## config.mk

```make
export PLATFORM = sky130hd
export DESIGN_NAME = router_out_client
export DESIGN_NICKNAME = d
export VERILOG_FILES = /design/src/rtl/router_out_client.sv
export SDC_FILE = /design/constraint.sdc
export NUM_CORES = 1
export LEC_CHECK = 0
export ABC_AREA = 1
export CORE_MARGIN = 8
export CORE_UTILIZATION = 50
export CTS_CLUSTER_DIAMETER = 50
export DETAILED_ROUTE_END_ITERATION = 16
export PLACE_DENSITY = 0.72
export RECOVER_POWER = 100
export SLEW_MARGIN = 20
export SYNTH_ARGS = -nofsm -noshare
export SYNTH_HDL_FRONTEND = slang
export SYNTH_SLANG_ARGS = --single-unit
```

## constraint.sdc

```tcl
create_clock -name clock -period 2.1 [get_ports clock]
set_clock_uncertainty 0.05 [all_clocks]
set_input_delay 0.315 -clock clock [delete_from_list [all_inputs] [get_ports clock]]
set_output_delay 0.315 -clock clock [all_outputs]
set_load 0.02 [all_outputs]
```

## src/rtl/router_out_client.sv

```systemverilog
// router_out_client: reads one packet at a time from a router output FIFO, streams payload, checks parity
module router_out_client #(
  parameter logic [1:0] PORT_ADDR   = 2'd0,
  parameter int         START_DELAY = 2,
  parameter int         TIMEOUT     = 32
) (
  input  logic       clock,
  input  logic       resetn,
  input  logic       vld_out,
  input  logic [7:0] data_out,
  input  logic       out_ready,
  output logic       read_enb,
  output logic       out_valid,
  output logic [7:0] out_data,
  output logic       out_sop,
  output logic       out_eop,
  output logic [5:0] pkt_len,
  output logic [1:0] pkt_addr,
  output logic       pkt_done,
  output logic       parity_err,
  output logic       addr_err,
  output logic       pkt_abort,
  output logic       busy
);
  typedef enum logic [2:0] {IDLE, WAIT, HDR, HDR_WAIT, BODY, DRAIN, CHECK} state_t;
  state_t     state, state_n;
  logic       rd_pend;
  logic [3:0] dly_cnt;
  logic [5:0] to_cnt;
  logic [6:0] remain;
  logic [6:0] got;
  logic [7:0] acc;
  logic       timed;
  logic       cap;
  assign timed      = (state == HDR) || (state == BODY);
  assign pkt_abort  = timed && !vld_out && (to_cnt == 6'(TIMEOUT - 1));
  assign cap        = rd_pend && ((state == BODY) || (state == DRAIN)) && !pkt_abort;
  assign pkt_done   = state == CHECK;
  assign parity_err = pkt_done && (acc != 8'd0);
  assign addr_err   = pkt_done && (pkt_addr != PORT_ADDR);
  assign busy       = state != IDLE;
  // Next-state and read strobe; the accumulator also folds in the parity byte, so a clean packet leaves it zero
  always_comb begin
    state_n  = state;
    read_enb = 1'b0;
    case (state)
      IDLE:     if (vld_out) state_n = (START_DELAY == 0) ? HDR : WAIT;
      WAIT:     if (dly_cnt + 4'd1 == 4'(START_DELAY)) state_n = HDR;
      HDR: begin
        read_enb = vld_out;
        if (vld_out) state_n = HDR_WAIT;
      end
      HDR_WAIT: state_n = BODY;
      BODY: begin
        read_enb = vld_out && out_ready && (remain != 7'd0);
        if (read_enb && remain == 7'd1) state_n = DRAIN;
      end
      DRAIN:    state_n = CHECK;
      CHECK:    state_n = IDLE;
      default:  state_n = IDLE;
    endcase
    if (pkt_abort) state_n = IDLE;
  end
  // State, counters, header capture and registered payload presentation
  always_ff @(posedge clock or negedge resetn) begin
    if (!resetn) begin
      state     <= IDLE;
      rd_pend   <= 1'b0;
      dly_cnt   <= '0;
      to_cnt    <= '0;
      remain    <= '0;
      got       <= '0;
      acc       <= '0;
      pkt_len   <= '0;
      pkt_addr  <= '0;
      out_valid <= 1'b0;
      out_data  <= '0;
      out_sop   <= 1'b0;
      out_eop   <= 1'b0;
    end else begin
      state     <= state_n;
      rd_pend   <= read_enb;
      dly_cnt   <= (state == WAIT) ? dly_cnt + 4'd1 : 4'd0;
      to_cnt    <= (timed && !vld_out && !pkt_abort) ? to_cnt + 6'd1 : 6'd0;
      out_valid <= 1'b0;
      out_sop   <= 1'b0;
      out_eop   <= 1'b0;
      if (state == HDR_WAIT) begin
        pkt_len  <= data_out[7:2];
        pkt_addr <= data_out[1:0];
        acc      <= data_out;
        remain   <= {1'b0, data_out[7:2]} + 7'd1;
        got      <= '0;
      end else if (state == BODY && read_enb) begin
        remain <= remain - 7'd1;
      end
      if (cap) begin
        acc <= acc ^ data_out;
        got <= got + 7'd1;
        if (got < {1'b0, pkt_len}) begin
          out_valid <= 1'b1;
          out_data  <= data_out;
          out_sop   <= got == 7'd0;
          out_eop   <= got == {1'b0, pkt_len} - 7'd1;
        end
      end
    end
  end
endmodule

```

==> impl_metrics.env, run 1 <==
export IMPL_muxShareOfSynthArea=0
export IMPL_track_usage=0.1654
export IMPL_dpl_cell_area_sq_mm=0.003820
export IMPL_numCtsBuffers=5
export IMPL_max_slew_margin=0.1828
export IMPL_outcome="finished clean"
export IMPL_antenna_found_initial=0
export IMPL_n_antenna_cell=0
export IMPL_multi_input_area_sq_mm=0.001668
export IMPL_worstHoldStart="to_cnt[0]"
export IMPL_grt_pass1_wl_mm=13.26
export IMPL_cts_tree="done"
export IMPL_worstReg2RegEnd="acc[4]"
export IMPL_postLayoutCoreUtil=0.6095
export IMPL_pwr_share_clk=0.123
export IMPL_synth_seq_area_share=0.4194
export IMPL_final_hold_viol_count=0
export IMPL_fin_crit_sh=0.9541
export IMPL_cts_sinks=55
export IMPL_htree_levels=2
export IMPL_path_class="register to output port"
export IMPL_ys_flop_type="dfrtp_1"
export IMPL_drt_iter0_drc=112
export IMPL_synth_top_area_frac=0.4194
export IMPL_die_area_sq_mm=0.009412
export IMPL_synth_seq_cells=55
export IMPL_dr_pass1_iters=4
export IMPL_hold_class="register to register"
export IMPL_syn_num_nets=440
export IMPL_numPortBuffers=36
export IMPL_grt_overflow=0
export IMPL_setup_viol=0
export IMPL_pwr_share_seq=0.363
export IMPL_synth_area_sq_mm=0.003282
export IMPL_route_detailed_drc=0
export IMPL_switching_share=0.4473
export IMPL_p_int_w=0.002572
export IMPL_num_vias=2821
export IMPL_holdPathEnd="to_cnt[0]"
export IMPL_comb_power_share=0.514
export IMPL_synth_top_family_by_area="simple AND/OR/NAND/NOR gates"
export IMPL_first_global_vias=2899
export IMPL_synth_compound_area_frac=0.1041
export IMPL_die_height_um=97.02
export IMPL_vias_per_cell=5.195
export IMPL_initial_utilization=0.5168
export IMPL_seqCellArea_sq_mm=0.001376
export IMPL_clock_latency_ns=0.31
export IMPL_worst_setup_path_start_kind="register"
export IMPL_cts_buffer_depth=2
export IMPL_ir_drop_mv=0.6478
export IMPL_grt_start_max_net_pins=56
export IMPL_ys_async_sr_fraction=1.000
export IMPL_powerDensity_mw_per_mm2=1203
export IMPL_whs_path_depth=1
export IMPL_worst_r2r_setup_slack_ns=0.18
export IMPL_switching_power_w=0.002082
export IMPL_fp_dieW_um=97.02
export IMPL_hpwl_mm=5.565
export IMPL_cts_reportedPaths_clkPinSlew_ns=0.10
export IMPL_area_growth_pct=17.92
export IMPL_ant_nets=0
export IMPL_cp_max_fo=4
export IMPL_synth_xor_area_share=0.04804
export IMPL_synth_edf_count=0
export IMPL_synthesis_instances=412
export IMPL_arrival_ns=1.64
export IMPL_post_route_min_period_ns=2.004
export IMPL_cap_violations=0
export IMPL_yosys_area_share_simple=0.2962
export IMPL_drv_slew=0
export IMPL_p_leak_nw=1.931
export IMPL_synth_area_leaders="dfrtp_1 42%, nand2_1 14%, ha_1 6.1%"
export IMPL_fmax_mhz=499.1
export IMPL_reg2reg_depth=10
export IMPL_tightest_slew_ns=1.226
export IMPL_synth_cell_types=35
export IMPL_cts_root_buffer="clkbuf_8"
export IMPL_ys_top_cells_by_count="122 x nand2_1, 55 x dfrtp_1, 40 x inv_1"
export IMPL_wire_per_inst_um=13.50
export IMPL_regToRegStartpoint="state[0]"
export IMPL_gp_congestion=0.8191
export IMPL_rsz0062_at_grt="no"
export IMPL_synth_warning_count=0
export IMPL_n_fill_cell=559
export IMPL_avgSynthCellArea_sq_um=7.966
export IMPL_finalNetCount=493
export IMPL_rows=29
export IMPL_synth_fa_ha_area_frac=0.06100
export IMPL_io_pin_count=37
export IMPL_drt_total_wl_mm=7.331
export IMPL_yosysTopAreaCell="dfrtp_1"
export IMPL_synth_most_common_cell="nand2_1"
export IMPL_fp_coreArea_sq_mm=0.006350
export IMPL_end_kind="output port"
export IMPL_drive_gt1_frac=0.1159
export IMPL_design_area_sq_mm=0.003870
export IMPL_crit_required_ns=1.74
[area by class of cell]
class	instances	share of cell area
Clock buffer	7	0.01972
Clock inverter	1	0.001293
Inverter	46	0.04462
Multi-Input combinational cell	302	0.4310
Sequential cell	55	0.3556
Tap cell	77	0.02489
Timing Repair Buffer	55	0.1229
[per-stage QoR]
step	total power (W)	setup TNS (ns)	std cells	hold WS, ns	setup WS, ns
6_report	0.004654	0	543	0.4132	0.09649
5_1_grt	0.005111	0	543	0.4408	0.01214
3_3_place_gp	0.004154	-0.02676	534	0.2898	-0.02676
3_5_place_dp	0.004239	-0.1606	534	0.2931	-0.1053
4_1_cts	0.004822	0	543	0.4177	0.02352
2_1_floorplan	0.003385	0	412	-0.03059	0.1787
[layer usage]
layer  global-route usage  vias up  wire (um)
li1                     -     1433          -
met1               0.2004     1331       3360
met2               0.2870       46       3584
met3              0.03058       11        257
met4              0.05325        0        128
met5                    0        -          0
[power by group through the flow]
| stage | Sequential [W] | Clock [W] | Combinational (W) |
|---|---|---|---|
| 2_1_floorplan | 0.00186 | 0 | 0.00152 |
| 3_3_place_gp | 0.00170 | 0 | 0.00245 |
| 3_5_place_dp | 0.00172 | 0 | 0.00252 |
| 4_1_cts | 0.00170 | 0.000598 | 0.00253 |
| 5_1_grt | 0.00175 | 0.000630 | 0.00273 |
| 6_report | 0.00169 | 0.000573 | 0.00239 |
[logic make-up after synthesis]
logic type / after synthesis
and+or+nand+nor: 212
AOI/OAI and AO/OA: 56
buffers and inverters: 55
DFF: 55
xor gates and xnor gates: 18
adders and majority gates: 16
[sequential cells by signal (all words and copies together), names as in the netlist]
register / flops
pkt_len: 6
pkt_addr: 2
acc: 8
out_data: 8
to_cnt: 6
remain: 7
rd_pend: 1
state: 3
got: 7
out_sop: 1
out_valid: 1
out_eop: 1
dly_cnt: 4
[how the worst max path moves through the flow]
| stage | cells after the start | to | startpoint |
|---|---|---|---|
| global route | 10 | got[5] | to_cnt[0] |
| floorplan | 4 | parity_err | state[1] |
| global placement | 6 | read_enb | vld_out |
| finish | 3 | busy | state[0] |
| detailed placement | 6 | read_enb | vld_out |
| CTS | 6 | pkt_abort | to_cnt[0] |
[critical path, cell delays in order (launching register included)]
cell	delay (ns)
dfrtp_1	0.43
nor2_1	0.19
nand2_1	0.07
dlygate4sd3_1	0.65
[cell usage in the layout, fill, tap and decap left out, types with 3 or more instances in the layout]
cell / instances
clkbuf_8: 5
inv_2: 5
o21ai_2: 6
ha_1: 16
dfrtp_1: 55
o21ai_1: 10
clkbuf_1: 4
clkbuf_2: 3
xnor2_1: 10
nand2_1: 122
xor2_1: 8
buf_4: 14
inv_1: 41
nand2_2: 3
o21ai_0: 27
nor2_1: 29
nor3_1: 4
nand3_1: 32
a21oi_1: 7
dlygate4sd3_1: 21
clkdlybuf4s50_1: 11
nand4_1: 4
[repair_timing]
item | in CTS | in global routing
endpoints found under the setup margin | 4 | 11
hold buffers | 1 | 0
resized for setup | 5 | 6
buffers inserted | 0 | 0
endpoints found under the hold margin | 55 | 0
(Power assumes the default switching activity.)
==> run 2, diff against run 1 <==
- CORE_UTILIZATION: 50 -> 30
- PLACE_DENSITY: 0.72 -> not set
==> impl_metrics.env, run 2 (synthesis results as in run 1) <==
export IMPL_arrival_ns=1.64
export IMPL_tightest_slew_ns=1.076
export IMPL_die_height_um=120.6
export IMPL_cap_violations=0
export IMPL_num_vias=2807
export IMPL_cts_root_buffer="clkbuf_8"
export IMPL_clock_latency_ns=0.31
export IMPL_largestRegisters="acc: 8 flops, out_data: 8 flops"
export IMPL_ir_drop_mv=0.5388
export IMPL_wire_per_inst_um=12.50
export IMPL_ant_nets=0
export IMPL_setup_viol=0
export IMPL_crit_required_ns=1.74
export IMPL_fin_setup_tns_ns=0
export IMPL_fin_ws_ns=0.09187
export IMPL_antenna_found_initial=0
export IMPL_htree_levels=2
export IMPL_area_growth_pct=22.72
export IMPL_cp_max_fo=5
export IMPL_track_usage=0.1111
export IMPL_die_area_sq_mm=0.01454
export IMPL_cts_reportedPaths_clkPinSlew_ns=0.09
export IMPL_fin_crit_sh=0.9563
export IMPL_fmax_mhz=498.0
export IMPL_worst_setup_path_start_kind="register"
export IMPL_post_route_min_period_ns=2.008
export IMPL_fp_coreArea_sq_mm=0.01075
export IMPL_pre_cts_ws_ns=-0.06510
export IMPL_cts_tree="done"
export IMPL_io_pin_count=37
export IMPL_first_global_vias=2820
export IMPL_fp_dieW_um=120.6
export IMPL_hold_class="register to register"
export IMPL_vias_per_cell=4.617
export IMPL_end_kind="output port"
export IMPL_drt_iter0_drc=141
export IMPL_gp_congestion=0.8196
export IMPL_rsz0062_at_grt="no"
export IMPL_final_cell_mix="122 x nand2_1, 55 x dfrtp_1, 42 x inv_1, 31 x nand3_1, 28 x nor2_1"
export IMPL_drive_gt1_frac=0.1261
export IMPL_drt_total_wl_mm=7.598
export IMPL_final_hold_viol_count=0
export IMPL_total_power_w=0.004869
export IMPL_hpwl_mm=5.961
export IMPL_initial_utilization=0.3054
export IMPL_outcome="finished clean"
export IMPL_rows=38
export IMPL_n_fill_cell=1137
export IMPL_cts_sinks=55
export IMPL_numCtsBuffers=5
export IMPL_grt_start_max_net_pins=27
export IMPL_finalNetCount=495
export IMPL_n_antenna_cell=0
export IMPL_path_class="register to output port"
export IMPL_numPortBuffers=36
export IMPL_cts_buffer_depth=2
export IMPL_grt_pass1_wl_mm=13.22
export IMPL_p_leak_nw=1.972
export IMPL_route_detailed_drc=0
export IMPL_final_common_cell="nand2_1"
export IMPL_max_slew_margin=0.2825
export IMPL_grt_overflow=0
export IMPL_dr_pass1_iters=4
export IMPL_powerDensity_mw_per_mm2=1209
export IMPL_drv_slew=0
-- run 2: cell count changes in the layout (fill, tap and decap cells not counted), sizes merged --
cell,before,now
clkdlybuf4s50,11,10
clkdlybuf4s15,0,1
bufinv,0,1
buf,16,19
clkbuf,12,10
-- run 2: area by class of cell --
type	count	area [sq um]	share of cell area
multi-input cells	302	1675	0.4160
flip-flops and latches	55	1376	0.3417
inverters	46	172.7	0.04287
clock buffers	6	82.58	0.02050
well taps	140	175.2	0.04349
repair buffers	57	510.5	0.1267
clock inverters	2	35.03	0.008698
-- run 2: worst paths after layout --
check,cells after the start,from,slack (ns),to
max in group asynchronous,3,resetn,0.38,remain[4]
setup reg to reg,10,state[0],0.17,got[5]
setup / recovery,3,state[0],0.09,busy
hold reg to reg,1,to_cnt[0],0.43,to_cnt[0]
hold / removal,1,to_cnt[0],0.43,to_cnt[0]
min in group asynchronous,2,resetn,0.69,state[1]
-- run 2: per-stage QoR --
stage,cell area [sq um],cells,utilization,hold slack [ns]
2_1_floorplan,3282,412,-,-0.03059
3_3_place_gp,3914,599,0.3642,0.2388
3_5_place_dp,3914,599,0.3642,0.2379
4_1_cts,4040,608,0.3760,0.4304
5_1_grt,4028,608,0.3748,0.4632
6_report,4028,608,0.3748,0.4267
-- run 2: critical path, stage by stage, from the launching register on --
cell and delay (ns):
dfrtp_1 0.45, nor2_2 0.18, nand2_1 0.06, dlygate4sd3_1 0.65
-- run 2: power breakdown --
group	total [W]	switching, W	internal [W]	leakage, nW
registers	0.00171	0.000296	0.00141	0.718
clock network	0.000729	0.000343	0.000386	0.0612
logic	0.00243	0.00147	0.000966	1.19
total	0.00487	0.00211	0.00276	1.97
-- run 2: layer usage --
layer,global-route usage,wire [um],vias up
met5,0,0,-
met4,0.03357,108,0
met3,0.02238,271,8
met2,0.2025,3910,35
met1,0.1278,3308,1331
li1,-,-,1433
-- run 2: what timing repair did --
item | in CTS | in global routing
endpoints found under the hold margin | 16 | 0
setup endpoints to repair | 5 | 12
setup buffers | 0 | 0
resized for setup | 8 | 6
hold buffers | 1 | 0
==> run 3, diff against run 2 <==
- SLEW_MARGIN: 20 -> not set
==> results of run 3 <==
Same layout as run 2: the final DEF is identical, and so are final timing and power.
==> edit, RTL diff (config.mk and constraints of run 2) <==
Make the reset (`resetn`) synchronous in one clocked block.
--- a/src/rtl/router_out_client.sv
+++ b/src/rtl/router_out_client.sv
@@ -64,3 +64,3 @@
   // State, counters, header capture and registered payload presentation
-  always_ff @(posedge clock or negedge resetn) begin
+  always_ff @(posedge clock) begin
     if (!resetn) begin
Check against the original RTL: differs if resetn is asserted again (counterexample within 4 cycles, from zero or initial values and one cycle with resetn low); with resetn held inactive, the same outputs for 10 cycles.
==> edit against run 2 <==
Sequential share of layout area down 4.7 points. Area after synthesis fell by 9.3%. Die area is 8.1% lower. Setup slack improved by 0.064 ns. Routed wire length decreased by 2.3%. Sequential cell count did not move. Final area is 7.1% lower. Largest cell class unchanged. Highest routed layer unchanged.
Power is not compared: it rests on default switching activity, and its combinational part moved more than twofold at a synthesized area within 25%.
==> edit: results (changes against run 2) <==
Drt
  – DRT iter0 DRCs: 138 (-2.1%)
  – WL/cell: 11.8 µm (-5.7%)
  – Vias: 2866 (+2.1%)

Synthesis
  – Adder-Cell Fraction of Synth Area: 6.73% (+0.63 points)
  – Largest cells by area after synthesis: dfxtp_1, nor2_1, nand2_1, ha_1, inv_1
  – Ys flop type: dfxtp_1
  – Post-synthesis sequential area ratio: 37.0% (-4.9 points)
  – Synth Area in Compound Gates: 12.0% (+1.6 points)
  – Xor and xnor area share after synthesis: 2.65% (-2.2 points)
  – Syn Nets: 466 (+5.9%)
  – Yosys cell types: 31 (-11%)
  – Async set or reset register ratio after synthesis: 0% (-100 points)

Outcome
  – Outcome: finished clean

Setup path
  – Crit path max-delay family: flip-flops
  – Slowest Stage Delay on Critical Path: 0.37 ns (-0.28 ns)
  – Slowest stage cell, crit path: dfxtp_1
  – Arr. time, crit path: 1.58 ns (-0.06 ns)
  – CP max FO: 3 (-2)

Global route
  – Met2 usage: 19.0% (-1.3 points)
  – Initial antenna violation count: 0 (unchanged)
  – GRT Util Overall: 11.6% (+0.54 points)
  – First-pass GRT wire length: 12.7 mm (-3.7%)
  – Vias in the first global route: 2812 (-0.28%)
  – Met3 usage: 3.54% (+1.3 points)
  – Met1 Usage GRT: 14.7% (+1.9 points)

Placement
  – Post-Place Cell Area: 3630 µm² (-7.1%)
  – DP HPWL: 5.77 mm (-3.1%)
  – Routability cong.: 0.836 (+2.0%)

Layout
  – Share of layout cells above drive strength 1: 8.25% (-4.4 points)
  – Final nets: 524 (+5.9%)
  – Layout filler cell count: 1042 (-8.4%)

CTS
  – Clock-pin slew on the worst setup and hold paths: 0.10 ns
  – Skew-Pair Late Insertion Delay: 0.31 ns (about the same)

Timing
  – Pin slew with the least headroom to its limit: 0.524 ns (-0.552 ns)
edit: routing by layer:
metal	wire, µm	up-vias
met5	0	-
met4	44	0
met3	546	5
met2	3220	53
met1	3620	1281
li1	-	1527
edit: worst register-to-register path, cell delays in order (launching register included):
cell and delay, ns:
dfxtp_1 0.42, inv_1 0.09, ha_1 0.31, a21oi_1 0.13
o21ai_0 0.11, nand2_1 0.07, nand2_1 0.08, nor2_4 0.18
inv_1 0.15, nor2_1 0.12, nor2_1 0.06
edit: metrics by stage:
stage / power (mW) / std cells / hold WS [ns] / worst slack [ns]
floorplan: 1.80 / 438 / 0.368 / 0.213
global placement: 2.07 / 620 / 0.382 / 0.0336
detailed placement: 2.09 / 620 / 0.397 / 0.0123
CTS: 2.90 / 628 / 0.414 / 0.0266
global route: 3.06 / 630 / 0.429 / 0.00790
finish: 2.86 / 630 / 0.406 / 0.156
edit: worst paths after layout:
| check | endpoint | cells past startpoint | slack (ns) | startpoint |
|---|---|---|---|---|
| max | pkt_abort | 6 | 0.16 | to_cnt[0] |
| min | to_cnt[0] | 1 | 0.41 | to_cnt[0] |
| max reg2reg | out_data[7] | 10 | 0.24 | pkt_len[2] |
| min reg2reg | to_cnt[0] | 1 | 0.41 | to_cnt[0] |
edit: cells by family (layout without fill, tap and decap cells):
family / count (synthesis) / after routing
XOR/XNOR: 9 / 9
flip-flops: 55 / 55
adder cells (fa/ha/maj): 16 / 16
buffers and inverters: 65 / 124
AO/OA/AOI/OAI: 70 / 70
AND/OR/NAND/NOR: 223 / 223
edit: what timing repair did:
item	in CTS	in global routing
setup buffers	0	2
hold buffers	0	0
endpoints found under the setup margin	4	5
pin swaps	0	1
resized for setup	4	5
edit: layout make-up:
class	count	area, µm²	area share (%)
Clock inverter	2	60.1	1.61
Inverter	52	195	5.22
Multi-Input combinational cell	318	1610	43.0
Clock buffer	6	72.6	1.94
Timing Repair Buffer	64	537	14.3
Sequential cell	55	1100	29.4
Tap cell	133	166	4.45
edit: power breakdown:
| group | switching [mW] | internal, mW | total (mW) |
|---|---|---|---|
| logic | 0.512 | 0.342 | 0.854 |
| registers | 0.0670 | 1.12 | 1.19 |
| clock network | 0.347 | 0.477 | 0.824 |
